### config.mk
export PLATFORM = sky130hd
export DESIGN_NAME = mips_fetch_unit
export DESIGN_NICKNAME = d
export VERILOG_FILES = /design/src/rtl/mips_fetch_unit.sv
export SDC_FILE = /design/constraint.sdc
export NUM_CORES = 1
export LEC_CHECK = 0
export ABC_CLOCK_PERIOD_IN_PS = 5400
export CORE_MARGIN = 5
export CORE_UTILIZATION = 50
export CTS_CLUSTER_SIZE = 30
export DETAILED_ROUTE_END_ITERATION = 16
export PLACE_DENSITY = 0.72
export REMOVE_ABC_BUFFERS = 1
export SLEW_MARGIN = 20
export SYNTH_ARGS = -nofsm -noshare
export SYNTH_HDL_FRONTEND = slang
export SYNTH_SLANG_ARGS = --single-unit
### constraint.sdc
create_clock -name clk -period 5.4 [get_ports clk]
set_input_delay 1.08 -clock clk [delete_from_list [all_inputs] [get_ports clk]]
set_output_delay 1.08 -clock clk [all_outputs]
set_load 0.02 [all_outputs]
### src/rtl/mips_fetch_unit.sv
// mips_fetch_unit: decoupled, pipelined instruction fetch with prefetch queue.
// Optional FETCH_HALT_EN: stop fetching after a null (all-zero) instruction.
module mips_fetch_unit #(
  parameter int ADDR_W = 32,
  parameter int DATA_W = 32,
  parameter int DEPTH = 4,
  parameter int PC_STEP = 1,
  parameter logic [ADDR_W-1:0] RESET_PC = '0
) (
  input  logic              clk,
  input  logic              reset,
  output logic              imem_req_valid,
  input  logic              imem_req_ready,
  output logic [ADDR_W-1:0] imem_addr,
  input  logic              imem_rsp_valid,
  input  logic [DATA_W-1:0] imem_rsp_data,
  output logic              if_valid,
  input  logic              if_ready,
  output logic [DATA_W-1:0] if_instr,
  output logic [ADDR_W-1:0] if_pc,
  input  logic              redirect_valid,
  input  logic [ADDR_W-1:0] redirect_addr,
  output logic              halted
);

  localparam int PW = $clog2(DEPTH);
  localparam int CW = PW + 1;
  localparam logic [CW-1:0] CAP = CW'(DEPTH);
  localparam logic [ADDR_W-1:0] STEP = ADDR_W'(PC_STEP);

  localparam logic [1:0] S_IDLE  = 2'd0;
  localparam logic [1:0] S_FETCH = 2'd1;
  localparam logic [1:0] S_FLUSH = 2'd2;
`ifdef FETCH_HALT_EN
  localparam logic [1:0] S_HALT  = 2'd3;
`endif

  logic [1:0]        state;
  logic [ADDR_W-1:0] fetch_pc;
  logic [ADDR_W-1:0] rsp_pc;
  logic [CW-1:0]     occ;
  logic [CW-1:0]     outstanding;
  logic [CW-1:0]     drop_cnt;
  logic [PW-1:0]     rd_ptr;
  logic [PW-1:0]     wr_ptr;
  logic [ADDR_W-1:0] q_pc    [DEPTH];
  logic [DATA_W-1:0] q_instr [DEPTH];

  logic          issue_ok;
  logic          req_fire;
  logic          drop;
  logic          push;
  logic          pop;
  logic          null_push;
  logic [CW-1:0] outstanding_nx;
  logic [CW-1:0] drop_nx;

  assign if_valid  = (occ != '0);
  assign if_pc     = if_valid ? q_pc[rd_ptr] : '0;
  assign if_instr  = if_valid ? q_instr[rd_ptr] : '0;
  assign imem_addr = fetch_pc;

  always_comb begin
    issue_ok = (state == S_FETCH) || (state == S_FLUSH);
    // occ + outstanding never exceeds DEPTH, so CW bits suffice
    imem_req_valid = issue_ok && !redirect_valid &&
                     ((occ + outstanding) < CAP);
    req_fire = imem_req_valid && imem_req_ready;
    drop = imem_rsp_valid &&
           ((drop_cnt != '0) || redirect_valid);
    push = imem_rsp_valid && !drop;
    pop  = if_valid && if_ready;
    outstanding_nx = outstanding + CW'(req_fire)
                     - CW'(imem_rsp_valid);
`ifdef FETCH_HALT_EN
    null_push = push && (imem_rsp_data == '0);
`else
    null_push = 1'b0;
`endif
    if (redirect_valid || null_push) begin
      drop_nx = outstanding_nx;
    end else begin
      drop_nx = drop_cnt - CW'(drop);
    end
  end

  always_ff @(posedge clk) begin
    if (push) begin
      q_pc[wr_ptr]    <= rsp_pc;
      q_instr[wr_ptr] <= imem_rsp_data;
    end
  end

  always_ff @(posedge clk) begin
    if (reset) begin
      state       <= S_IDLE;
      fetch_pc    <= RESET_PC;
      rsp_pc      <= RESET_PC;
      occ         <= '0;
      outstanding <= '0;
      drop_cnt    <= '0;
      rd_ptr      <= '0;
      wr_ptr      <= '0;
    end else begin
      outstanding <= outstanding_nx;
      drop_cnt    <= drop_nx;
      if (redirect_valid) begin
        fetch_pc <= redirect_addr;
        rsp_pc   <= redirect_addr;
        occ      <= '0;
        rd_ptr   <= '0;
        wr_ptr   <= '0;
        state    <= (drop_nx != '0) ? S_FLUSH : S_FETCH;
      end else begin
        if (req_fire) fetch_pc <= fetch_pc + STEP;
        if (push) begin
          rsp_pc <= rsp_pc + STEP;
          wr_ptr <= wr_ptr + PW'(1);
        end
        if (pop) rd_ptr <= rd_ptr + PW'(1);
        occ <= occ + CW'(push) - CW'(pop);
        if (null_push) begin
`ifdef FETCH_HALT_EN
          state <= S_HALT;
`endif
        end else begin
          case (state)
            S_IDLE:  state <= S_FETCH;
            S_FLUSH: if (drop_nx == '0) state <= S_FETCH;
            default: ;
          endcase
        end
      end
    end
  end

`ifdef FETCH_HALT_EN
  logic halt_q;

  always_ff @(posedge clk) begin
    if (reset) begin
      halt_q <= 1'b0;
    end else if (redirect_valid) begin
      halt_q <= 1'b0;
    end else if (null_push) begin
      halt_q <= 1'b1;
    end
  end

  assign halted = halt_q;
`else
  assign halted = 1'b0;
`endif

endmodule
After elaboration in Yosys (flattened, before gate mapping). Memory sizes are Yosys's and may differ from the RTL's. A register that Yosys moved wholly into a read port is not among the register bits. Cells that the tools add are included.

Register bits: 79. Memory bits (writable): 256. Bits of input ports: 70. Output and inout bits: 99. Memories: 2.

$add $sub $neg: 10. Order comparisons: 1. Equal/unequal tests: 3. Multiplexer cells: 17. Reduce and logical (&&, ||, !) cells: 20.

Memories: q_instr (depth 4, bits a word 32, rd ports 1, clocked after Yosys merged registers in 1, wr ports 1, line 47) `logic [DATA_W-1:0] q_instr [DEPTH];`; q_pc (depth 4, bits a word 32, rd ports 1, clocked after Yosys merged registers in 1, wr ports 1, line 46) `logic [ADDR_W-1:0] q_pc [DEPTH];`.

Operator list (number): 32-bit two-way mux (6); 32-bit by 1-bit adder with 32-bit output, second input constant (2); 2-bit two-way mux (7); 3-bit nonzero test (4); 3-bit by 1-bit subtractor with 3-bit output (3); 3-bit by 1-bit adder with 3-bit output (2); 1-bit logical AND (6); 2-bit by 1-bit adder with 2-bit output, second input constant (2); 2-bit one-hot mux with 2 select lines (1); 2-bit nonzero test (2); 3-bit adder (1); 3-bit logical NOT (1); 3-bit less-than comparator, second input constant (1); 3-bit two-way mux (1); 3-bit by 2-bit != test with 1-bit output, second input constant (1); 2-bit by 1-bit equality test with 1-bit output, second input constant (1); 2-bit equality test, second input constant (1); 1-bit logical NOT (2); 2-bit logical NOT (1); 1-bit logical OR (2); 1-bit two-way mux (2); 2-bit AND reduction (1); 2-bit OR reduction (1).

Logic depth before layout (Yosys ltp). Gate-level depths: netlist of the first run.

Depth in word-level cells: 12. Gate-level depth with buffers: 17. Gate-level depth less buffers: 16.

Worst setup path after synthesis of the first run. Ideal clock, no wire load.

Path kind: input port to flip-flop. Start point: input redirect_valid. End point: memory q_instr[2][0] (enable). Library setup time: 0.429 ns. Arrival time: 3.306 ns. Required time: 4.971 ns. Slack: 1.665 ns. Cell stages on the path: 4. Path buffers: 2. Path through: inv_1 clkbuf_1 buf_1 and3_1.

Longest elaborated chain between the ends: 6.

RTL lines: start, declared (line 21) `input logic redirect_valid,`; 1-bit logical OR (line 70) `((drop_cnt != '0) || redirect_valid);`; 1-bit logical AND (line 69) `drop = imem_rsp_valid &&`; 1-bit logical NOT (line 71) `push = imem_rsp_valid && !drop;`; 1-bit logical AND (line 71); 1-bit two-way mux (line 88) `if (push) begin`; 1-bit two-way mux (implied by the code) (line 90) `q_instr[wr_ptr] <= imem_rsp_data;`; end, declared (line 47).

Every way passes these cells.

==> results of run 1 <==
-- cell usage after synthesis (all sizes together), types with 14 or more instances --
master	number
edfxtp	256
dfxtp	81
and2	76
mux4	64
inv	43
nand2	42
nor2	36
clkbuf	35
xnor2	32
a21oi	29
nand3	24
nand4	23
a21boi	22
nor4	19
xor2	17
ha	14
o31a	14
-- worst max path at each step --
stage / slack (ps) / from / endpoint
2_1_floorplan: 720 / flop / if_instr[0]
3_3_place_gp: 1190 / imem_req_ready / state[1]$_SDFFE_PP0P_
3_5_place_dp: 1160 / imem_req_ready / state[1]$_SDFFE_PP0P_
5_1_grt: 1170 / flop / if_pc[8]
6_report: 1370 / flop / if_pc[8]
4_1_cts: 1260 / flop / if_pc[10]
-- cell usage in the layout (no fill, tap or decap), types with 3 or more instances in the layout --
cell type        instances
o21ai_0                  3
nand4_1                 20
xnor2_1                 31
mux4_2                  64
xor2_1                  17
ha_1                    14
nor3_1                  10
clkdlybuf4s50_1        165
and4_1                   7
a31oi_1                 12
a21boi_0                22
a211oi_1                13
inv_1                   41
nand2_1                 42
edfxtp_1               256
nor2b_1                  3
buf_4                   11
or3_1                    7
clkbuf_1                10
a21o_1                   3
and2_1                  76
nand4_2                  3
and3_4                   4
and3_1                   7
nor2_1                  36
clkbuf_16               35
clkinv_2                 3
dfxtp_1                 79
clkinv_1                 4
a21oi_1                 29
nand3_1                 23
o31a_1                  14
nor4_1                  18
or4_1                    3
o211ai_1                 5
-- worst reg2reg max path: stages (launching register included) --
cell	delay (ps)
dfxtp_1	360
ha_1	290
a31oi_1	120
xnor2_2	570
and2_1	450
inv_2	130
ha_1	300
inv_1	60
ha_1	130
inv_1	40
fa_1	380
xor2_1	160
xnor2_1	220
o2bb2ai_1	180
a21o_1	110
a21oi_1	50
-- sequential cells by signal (all words and copies together), names as in the netlist, named ones only --
register / count
rd_ptr: 2
drop_cnt: 3
q_instr: 128
wr_ptr: 2
q_pc: 128
occ: 3
rsp_pc: 32
outstanding: 3
imem_addr: 32
state: 2
-- metal layers --
metal,up-vias,share of wire [%]
met5,-,0
met4,0,1.6
met3,37,6.6
met2,279,46
met1,4202,46
li1,3966,-
-- area by class of cell --
class	instances	area, sq um
Fill cell	2074	10580
Inverter	43	161.4
Sequential cell	337	9314
Tap cell	378	473.0
Multi-Input combinational cell	521	4519
Clock inverter	11	122.6
Timing Repair Buffer	178	1744
Clock buffer	48	945.9
-- power by group --
| group | switching [mW] | internal, mW |
|---|---|---|
| Clock | 0.925 | 1.32 |
| Combinational | 0.354 | 0.320 |
| Sequential | 0.0951 | 2.90 |
-- kinds of logic after synthesis --
kind of cell	synth area share (%)
flip-flops	65.72
AND/OR/NAND/NOR	11.07
AO/OA/AOI/OAI	5.733
buffers and inverters	2.526
multiplexers	10.33
XOR/XNOR	3.083
adder cells (fa/ha/maj)	1.519
other	0.02647
-- through the flow --
stage	instances	utilization, %	hold WS [ps]	setup WS [ps]	cell area [sq um]
after floorplan	901	-	454.9	718.8	13970
after global placement	1457	58.19	474.7	1186	16210
after detailed placement	1457	58.19	479.4	1162	16210
after CTS	1516	62.03	491.0	1259	17280
after global routing	1516	62.03	510.5	1174	17280
final	1516	62.03	496.9	1374	17280
==> key figures, run 1 <==
Run status
  • Status: complete, no violations

Timing
  • Worst Clk Skew: around 11 ps
  • Fin crit share: 74.56%
  • Fin. Hold Viols: 0
  • Fmax: 248.4 MHz
  • Max-slew violation count: 0
  • Slew HR: between 30% and 40%
  • Least-Margin Pin Slew: between 1000 and 1500 ps
  • Unrepaired setup endpoints after global routing: no
  • # setup viols final: 0
  • Final setup TNS: 0 ps
  • Fin crit period: slightly above 4000 ps

Yosys
  • Top cell type's share of synthesized area: approximately 54%
  • Cell accounting for the most synthesized area: edfxtp_1
  • Mapped Cells: roughly 950
  • Syn. warnings: 0
  • Synth top area cells: edfxtp_1 (54%), dfxtp_1 (11%), mux4_2 (10%)
  • Seq cells post-synth: 337
  • Async set-reset flop share out of synthesis: 0%
  • Number of flops mapped to enable cells by yosys: 256
  • Sequential fraction of the synthesis area: between 60% and 70%
  • Synth Cell Area: 14160 sq um
  • Number of library cell types mapped by synthesis: 60
  • Syn avg cell area: 14.93 sq um
  • Prevailing post-synth register cell: edfxtp_1

Worst setup path
  • WP data arrival: just under 3000 ps
  • CP Class: flop to output pin
  • CP max FO: 30
  • CP max-delay cell: dfxtp_4
  • Critical Path Stages: 4
  • Crit-path max cell delay: 740 ps
  • R2r worst-path depth: 15
  • Worst R2R Start: occ[1]$_SDFF_PP0_
  • Worst path top cell family by delay: buffers and inverters
  • Critical path cell sequence: buf_4, mux4_2, and2_1, clkdlybuf4s50_1
  • Worst R2R End: state[1]$_SDFFE_PP0P_
  • Critical path startpoint category: flop
  • R2R setup slack: 1730 ps
  • CP bufs+invs: 2
  • Critical Path RT: between 4000 and 5000 ps
  • Worst Setup End Kind: output pin

Clock tree
  • Post_cts resized: 0
  • Setup bufs post-CTS: 0
  • Skew-Pair Late Insertion Delay: 510 ps
  • Clock buffer depth: 3
  • Clock Root Buffer: clkbuf_16
  • Worst-path clk slew: 60 ps
  • Hold buffer count at CTS: 0
  • CTS buffer count: 35
  • H-tree lvl count: 2
  • CTS tree: yes
  • # clock sinks: roughly 340

Global route
  • Met2 Resource Use GR: 28.17%
  • Layer with the highest usage: met2
  • Initial antenna violation count: 0
  • Vias in the first global route: 8373
  • Met3 Use GR: 3.985%
  • Total global routing overflow: 0
  • Met1 Track Usage GR: 27.81%
  • Largest net degree at the start of global routing: 76
  • First-pass GRT wire length: 46320 um
  • Tot GR Track Use: 18.52%

Routing
  • Total Wirelength: 29700 um
  • Vias post-DR: 8484
  • Antenna Nets Post-Route: 0
  • 1st-pass router iterations: 5
  • Remaining DRCs: 0
  • Drt via density: about 5.6
  • WL/cell: around 20 um
  • 1st-iter DRT viols: 560

Final layout
  • Layout cells sized above 1: ~12%
  • Syn-to-layout area delta: 21.99%
  • NumNets Final: about 1200
  • ANT cells: 0

Floorplan
  • Cell row count: 61
  • Core area: 27860 sq um
  • Die span in y: between 150 and 200 um
  • Initial Util: around half
  • Width of the die: approximately 180 um
  • DIE AREA: 31800 sq um
  • # IOs: 169

Worst hold path
  • Worst hold stages: 2
  • Hold crit path type: flop to flop
  • Worst Min Path Start: state[1]$_SDFFE_PP0P_
  • Worst hold endpoint: state[1]$_SDFFE_PP0P_

Power
  • Leak: 5.617 nW
  • Power, Total: 5.914 mW
  • Pwr/cell area: between 300 and 400 nW/um^2
  • VDD IR max: 0.0001719 V

Run
  • Total of max-cap violations: 0

Placement
  • DP HPWL: 18520 um
  • GP Congestion: 0.8339
  • IO Port Bufs: around 170
No activity file was read; power rests on OpenSTA's default activity.
==> run 2, diff against run 1 <==
--- a/config.mk
+++ b/config.mk
@@ -5,7 +5,7 @@
 export SDC_FILE = /design/constraint.sdc
 export NUM_CORES = 1
 export LEC_CHECK = 0
-export ABC_CLOCK_PERIOD_IN_PS = 5400
+export ABC_CLOCK_PERIOD_IN_PS = 4000
 export CORE_MARGIN = 5
 export CORE_UTILIZATION = 50
 export CTS_CLUSTER_SIZE = 30
==> constraint.sdc (replaced) <==
create_clock -name clk -period 4 [get_ports clk]
set_input_delay 0.8 -clock clk [delete_from_list [all_inputs] [get_ports clk]]
set_output_delay 0.8 -clock clk [all_outputs]
set_load 0.02 [all_outputs]
==> run 2 against run 1 <==
Worst hold slack improved by 19 ps. Non-clock buffer count increased by 12. Clock skew increased by 0.70 ps. Combinational power rose by 37%. Sequential share of layout area decreased by 0.74 points. Sequential power increased by 35%. Cell count up 1.1%. Via count rose by 0.65%. Clock power increased by 43%. Flip-flop and latch count did not move. Register-to-register slack got worse by 1100 ps. Design area grew 1.4%.
==> key figures, run 2 (same netlist as run 1, synthesis figures left out) <==
Run status
  • Status: complete, no violations

Timing
  • Fin crit share: 88.69%
  • Final setup TNS: 0 ps (unchanged)
  • Slew HR: 49.99% (+17 points)
  • Fmax: between 200 and 300 MHz
  • Max-slew violation count: 0 (unchanged)
  • Worst Clk Skew: 12.12 ps (+0.6976 ps)
  • Unrepaired setup endpoints after global routing: no
  • # setup viols final: 0 (unchanged)
  • Fin. Hold Viols: 0 (unchanged)
  • Fin crit period: 3548 ps
  • Least-Margin Pin Slew: 750.2 ps (-260.8 ps)

Routing
  • Antenna Nets Post-Route: 0 (unchanged)
  • Vias post-DR: 8539 (+0.65%)
  • Total Wirelength: 30230 um (+1.8%)
  • 1st-iter DRT viols: 562 (+0.36%)
  • Drt via density: 5.574 (-0.40%)
  • 1st-pass router iterations: 5 (unchanged)
  • WL/cell: 19.73 um (+0.70%)
  • Remaining DRCs: 0 (unchanged)

Global route
  • Vias in the first global route: 8708 (+4.0%)
  • Initial antenna violation count: 0 (unchanged)
  • Total global routing overflow: 0 (unchanged)
  • First-pass GRT wire length: 47820 um (+3.2%)
  • Largest net degree at the start of global routing: 75 (-1.3%)
  • Tot GR Track Use: 19.09% (+0.57 points)

Clock tree
  • CTS tree: yes
  • CTS buffer count: 35 (unchanged)
  • H-tree lvl count: 2 (unchanged)
  • Worst-path clk slew: 60 ps (about the same)
  • Setup bufs post-CTS: 0 (unchanged)
  • Post_cts resized: 0 (unchanged)
  • Skew-Pair Late Insertion Delay: 500 ps (about the same)
  • Hold buffer count at CTS: 0 (unchanged)
  • # clock sinks: 337 (unchanged)
  • Clock Root Buffer: clkbuf_16
  • Clock buffer depth: 3 (unchanged)

Worst setup path
  • Critical Path RT: 3200 ps (-1120 ps)
  • R2r worst-path depth: 15 (unchanged)
  • Critical path startpoint category: flop
  • R2R setup slack: 590 ps (-1140 ps)
  • WP data arrival: 2750 ps (-200 ps)
  • Worst R2R Start: occ[1]$_SDFF_PP0_
  • Worst R2R End: state[1]$_SDFFE_PP0P_
  • CP max FO: 22 (-27%)
  • Worst Setup End Kind: output pin
  • CP Class: flop to output pin

Floorplan
  • Width of the die: 178.3 um (unchanged)
  • # IOs: 169 (unchanged)
  • Core area: 27860 sq um (unchanged)
  • DIE AREA: 31800 sq um (unchanged)
  • Cell row count: 61 (unchanged)
  • Initial Util: 50.85% (unchanged)
  • Die span in y: 178.3 um (unchanged)

Final layout
  • ANT cells: 0 (unchanged)
  • Storage element area: 9314 sq um (unchanged)
  • FILL cells: 2022 (-2.5%)
  • Most frequent cells in the layout: edfxtp_1 (256), clkdlybuf4s50_1 (165), dfxtp_1 (79)
  • Syn-to-layout area delta: 23.70%
  • Multi-input logic area: 4523 sq um (about the same)
  • Most common cell after layout, fill and taps aside: edfxtp_1
  • Largest registers: q_instr x128, q_pc x128
  • Layout cells sized above 1: 13.69% (+1.2 points)
  • NumNets Final: 1214 (+1.0%)

Placement
  • GP Congestion: 0.7968 (-4.4%)
  • DP HPWL: 19780 um (+6.8%)
  • IO Port Bufs: 167 (unchanged)

Power
  • Pwr/cell area: 466.0 nW/um^2 (+36%)
  • Power, Total: 8.165 mW (+38%)
  • VDD IR max: 0.0002497 V (+45%)
  • Leak: 5.732 nW (+2.1%)

Worst hold path
  • Worst Min Path Start: state[1]$_SDFFE_PP0P_
  • Hold crit path type: flop to flop
  • Worst hold stages: 2 (unchanged)
  • Worst hold endpoint: state[1]$_SDFFE_PP0P_

Run
  • Total of max-cap violations: 0 (unchanged)
## run 2: where the power goes
part           internal, mW  total (mW)  switching (mW)  leakage (nW)
registers              3.91        4.04           0.126          3.00
logic                 0.441       0.921           0.479          2.17
clock network          1.95        3.21            1.26         0.558
total                  6.30        8.17            1.87          5.73
## run 2: metrics by stage
stage	hold slack, ps	instances	setup WS [ps]	utilization [%]	area, sq um
2_1_floorplan	454.9	901	-401.2	-	13970
3_3_place_gp	475.2	1469	454.0	58.79	16380
3_5_place_dp	497.3	1469	411.3	58.79	16380
4_1_cts	510.0	1532	381.3	62.88	17520
5_1_grt	557.6	1532	264.9	62.90	17520
6_report	516.1	1532	452.4	62.90	17520
## run 2: cell type report
cell class / instances / share of cell area (%)
Clock buffer: 46 / 5.477
Clock inverter: 17 / 1.035
Inverter: 43 / 0.9212
Multi-Input combinational cell: 521 / 25.81
Sequential cell: 337 / 53.16
Tap cell: 378 / 2.699
Timing Repair Buffer: 190 / 10.90
## run 2: worst max path at each step
stage / to
floorplan: if_instr[0]
global placement: state[1]$_SDFFE_PP0P_
detailed placement: state[1]$_SDFFE_PP0P_
CTS: if_pc[12]
global route: if_pc[27]
finish: if_pc[12]
## run 2: metal layers
layer | track usage (%) | wire, um | vias up
met5 | 0 | 0 | -
met4 | 3.742 | 312 | 0
met3 | 3.476 | 1687 | 32
met2 | 31.34 | 14410 | 260
met1 | 27.21 | 13810 | 4255
li1 | - | - | 3992
## run 2: worst max-delay path: stages, from the launching register on
cell and delay [ps]:
dfxtp_4 640, buf_4 320, mux4_2 540, and2_1 200, clkdlybuf4s50_1 550
==> run 3, diff against run 2 <==
--- a/config.mk
+++ b/config.mk
@@ -10,7 +10,7 @@
 export CORE_UTILIZATION = 50
 export CTS_CLUSTER_SIZE = 30
 export DETAILED_ROUTE_END_ITERATION = 16
-export PLACE_DENSITY = 0.72
+export PLACE_DENSITY = 0.73
 export REMOVE_ABC_BUFFERS = 1
 export SLEW_MARGIN = 20
 export SYNTH_ARGS = -nofsm -noshare
==> constraint.sdc (replaced) <==
create_clock -name clk -period 4 [get_ports clk]
set_input_delay 0.8 -clock clk [delete_from_list [all_inputs] [get_ports clk]]
set_output_delay 0.8 -clock clk [all_outputs]
set_load 0.05 [all_outputs]
==> run 3 against run 2 <==
Global-route usage barely moved. Cell count fell by 0.33%. Flip-flop and latch count did not move. Fmax fell by 2.6%. Via count barely moved. Setup slack got worse by 95 ps. Utilization fell by 0.35 points. Wire length fell by 0.31%. Count of clock-buffer cells in the layout rose by 2. Non-clock buffer count fell by 1. Clock power fell by 7.5%. Die area did not move. Critical path type unchanged.
==> key figures, run 3 (same netlist as run 1, synthesis figures left out) <==
Worst setup path
  • WP data arrival: 2840 ps (+90 ps)
  • Critical path startpoint category: flop
  • CP max FO: 18 (-18%)
  • CP Class: flop to output pin
  • Worst Setup End Kind: output pin
  • CP bufs+invs: 2 (unchanged)
  • Worst path top cell family by delay: buffers and inverters
  • Critical Path RT: 3200 ps (about the same)
  • Crit-path max cell delay: 700 ps (+60 ps)
  • Critical path cell sequence: buf_4, mux4_2, and2_1, clkdlybuf4s50_1
  • CP max-delay cell: clkdlybuf4s50_1

Clock tree
  • Hold buffer count at CTS: 0 (unchanged)
  • Worst-path clk slew: 60 ps (about the same)
  • CTS tree: yes
  • CTS buffer count: 34 (-2.9%)
  • # clock sinks: 337 (unchanged)
  • Clock Root Buffer: clkbuf_16
  • Setup bufs post-CTS: 0 (unchanged)
  • Skew-Pair Late Insertion Delay: 500 ps (about the same)
  • Post_cts resized: 0 (unchanged)
  • H-tree lvl count: 2 (unchanged)
  • Clock buffer depth: 3 (unchanged)

Timing
  • Fmax: 274.5 MHz (-2.6%)
  • Fin crit period: 3643 ps (+95.33 ps)
  • Worst Clk Skew: 11.79 ps (-0.3357 ps)
  • Least-Margin Pin Slew: 969.9 ps (+219.8 ps)
  • # setup viols final: 0 (unchanged)
  • Slew HR: 35.34% (-15 points)
  • Fin crit share: 91.07% (+2.4 points)
  • Fin. Hold Viols: 0 (unchanged)
  • Max-slew violation count: 0 (unchanged)
  • Unrepaired setup endpoints after global routing: no

Floorplan
  • Die span in y: 178.3 um (unchanged)
  • Initial Util: 50.85% (unchanged)
  • DIE AREA: 31800 sq um (unchanged)
  • Cell row count: 61 (unchanged)
  • # IOs: 169 (unchanged)
  • Width of the die: 178.3 um (unchanged)
  • Core area: 27860 sq um (unchanged)

Final layout
  • FILL cells: 2050 (+1.4%)
  • Most frequent cells in the layout: edfxtp_1 (256), clkdlybuf4s50_1 (165), dfxtp_1 (79)
  • Most common cell after layout, fill and taps aside: edfxtp_1
  • Storage element area: 9316 sq um (about the same)
  • Syn-to-layout area delta: 23.01%
  • Largest registers: q_instr x128, q_pc x128
  • Multi-input logic area: 4519 sq um (about the same)
  • NumNets Final: 1212 (-0.16%)
  • Layout cells sized above 1: 13.32% (-0.38 points)
  • Post-route design area: 17420 sq um (-0.56%)
  • Finished Layout Cells: 1527 (-0.33%)
  • ANT cells: 0 (unchanged)

Routing
  • Antenna Nets Post-Route: 0 (unchanged)
  • Vias post-DR: 8536 (-0.035%)
  • Total Wirelength: 30130 um (-0.31%)
  • 1st-iter DRT viols: 532 (-5.3%)
  • Drt via density: 5.590 (+0.29%)
  • 1st-pass router iterations: 5 (unchanged)
  • Remaining DRCs: 0 (unchanged)
  • WL/cell: 19.73 um (about the same)

Global route
  • Largest net degree at the start of global routing: 75 (unchanged)
  • Vias in the first global route: 8636 (-0.83%)
  • First-pass GRT wire length: 47720 um (-0.20%)
  • Total global routing overflow: 0 (unchanged)
  • Tot GR Track Use: 19.08% (about the same)
  • Initial antenna violation count: 0 (unchanged)

Placement
  • GP Congestion: 0.8105 (+1.7%)
  • IO Port Bufs: 167 (unchanged)
  • Placed cell count: 1468 (-0.068%)
  • Cell area after placement: 16390 sq um (about the same)
  • DP HPWL: 19680 um (-0.51%)

Power
  • Switch Pwr: 2.027 mW (+8.6%)
  • Reg power frac: 49.6% (+0.2 points)
  • Leak: 5.675 nW (-0.99%)
  • Clock power share: 36.6% (-2.7 points)
  • Pwr/cell area: 466.4 nW/um^2 (about the same)
  • Int Pwr: 6.099 mW (-3.2%)
  • Comb power frac: 13.8% (+2.5 points)
  • Switching share of power: 24.95% (+2.1 points)
  • VDD IR max: 0.0002749 V (+10%)

Worst hold path
  • Hold crit path type: flop to flop

Run
  • Total of max-cap violations: 0 (unchanged)

Run status
  • Status: complete, no violations
-- run 3: cell types whose count changed in the layout (fill, tap and decap cells not counted), sizes merged --
cell / previous run / this run
inv: 43 / 44
buf: 25 / 24
bufinv: 4 / 2
clkinvlp: 1 / 2
clkbuf: 46 / 48
clkinv: 12 / 6
-- run 3: through the flow --
step	worst slack, ps	TNS (ps)	hold WS (ps)	util [%]	power, mW
2_1_floorplan	-503.4	-32260	454.9	-	4.784
3_3_place_gp	510.2	0	471.3	58.82	5.211
3_5_place_dp	443.4	0	482.2	58.82	5.233
4_1_cts	287.0	0	489.9	62.55	8.207
5_1_grt	131.3	0	523.3	62.55	8.450
6_report	357.0	0	494.9	62.55	8.126
-- run 3: power groups by stage --
stage                     clock network, mW  logic [mW]  registers, mW
final                                  2.97        1.12           4.03
after global routing                   3.19        1.21           4.05
after CTS                              3.04        1.13           4.03
after detailed placement                  0        1.13           4.11
after global placement                    0        1.11           4.10
after floorplan                           0       0.629           4.16
-- run 3: worst paths after layout --
check	cells after the start	slack, ps	to	start
setup / recovery	4	360	if_pc[27]	flop
hold / removal	2	490	state[1]$_SDFFE_PP0P_	state[0]$_SDFFE_PP0P_
setup reg to reg	15	630	state[1]$_SDFFE_PP0P_	occ[1]$_SDFF_PP0_
hold reg to reg	2	490	state[1]$_SDFFE_PP0P_	state[0]$_SDFFE_PP0P_
-- run 3: final cells by class --
| type | instances | share of cell area [%] |
|---|---|---|
| multi-input combinational | 521 | 25.94 |
| sequential | 337 | 53.47 |
| clock buffer | 48 | 5.307 |
| clock inverter | 11 | 0.6463 |
| tap | 378 | 2.714 |
| timing repair buffer | 189 | 11.00 |
| inverter | 43 | 0.9263 |
-- run 3: layer usage --
layer / global-route usage, % / vias up / wire [um]
li1: - / 3985 / -
met1: 27.59 / 4227 / 13280
met2: 30.87 / 290 / 14450
met3: 3.518 / 34 / 1971
met4: 3.742 / 0 / 429
met5: 0 / - / 0
-- run 3: worst min-delay path: cells and delay by family (launching register included) --
family / cells / cell delay, ps
AO/OA/AOI/OAI: 1 / 60
AND/OR/NAND/NOR: 1 / 70
flip-flops: 1 / 310
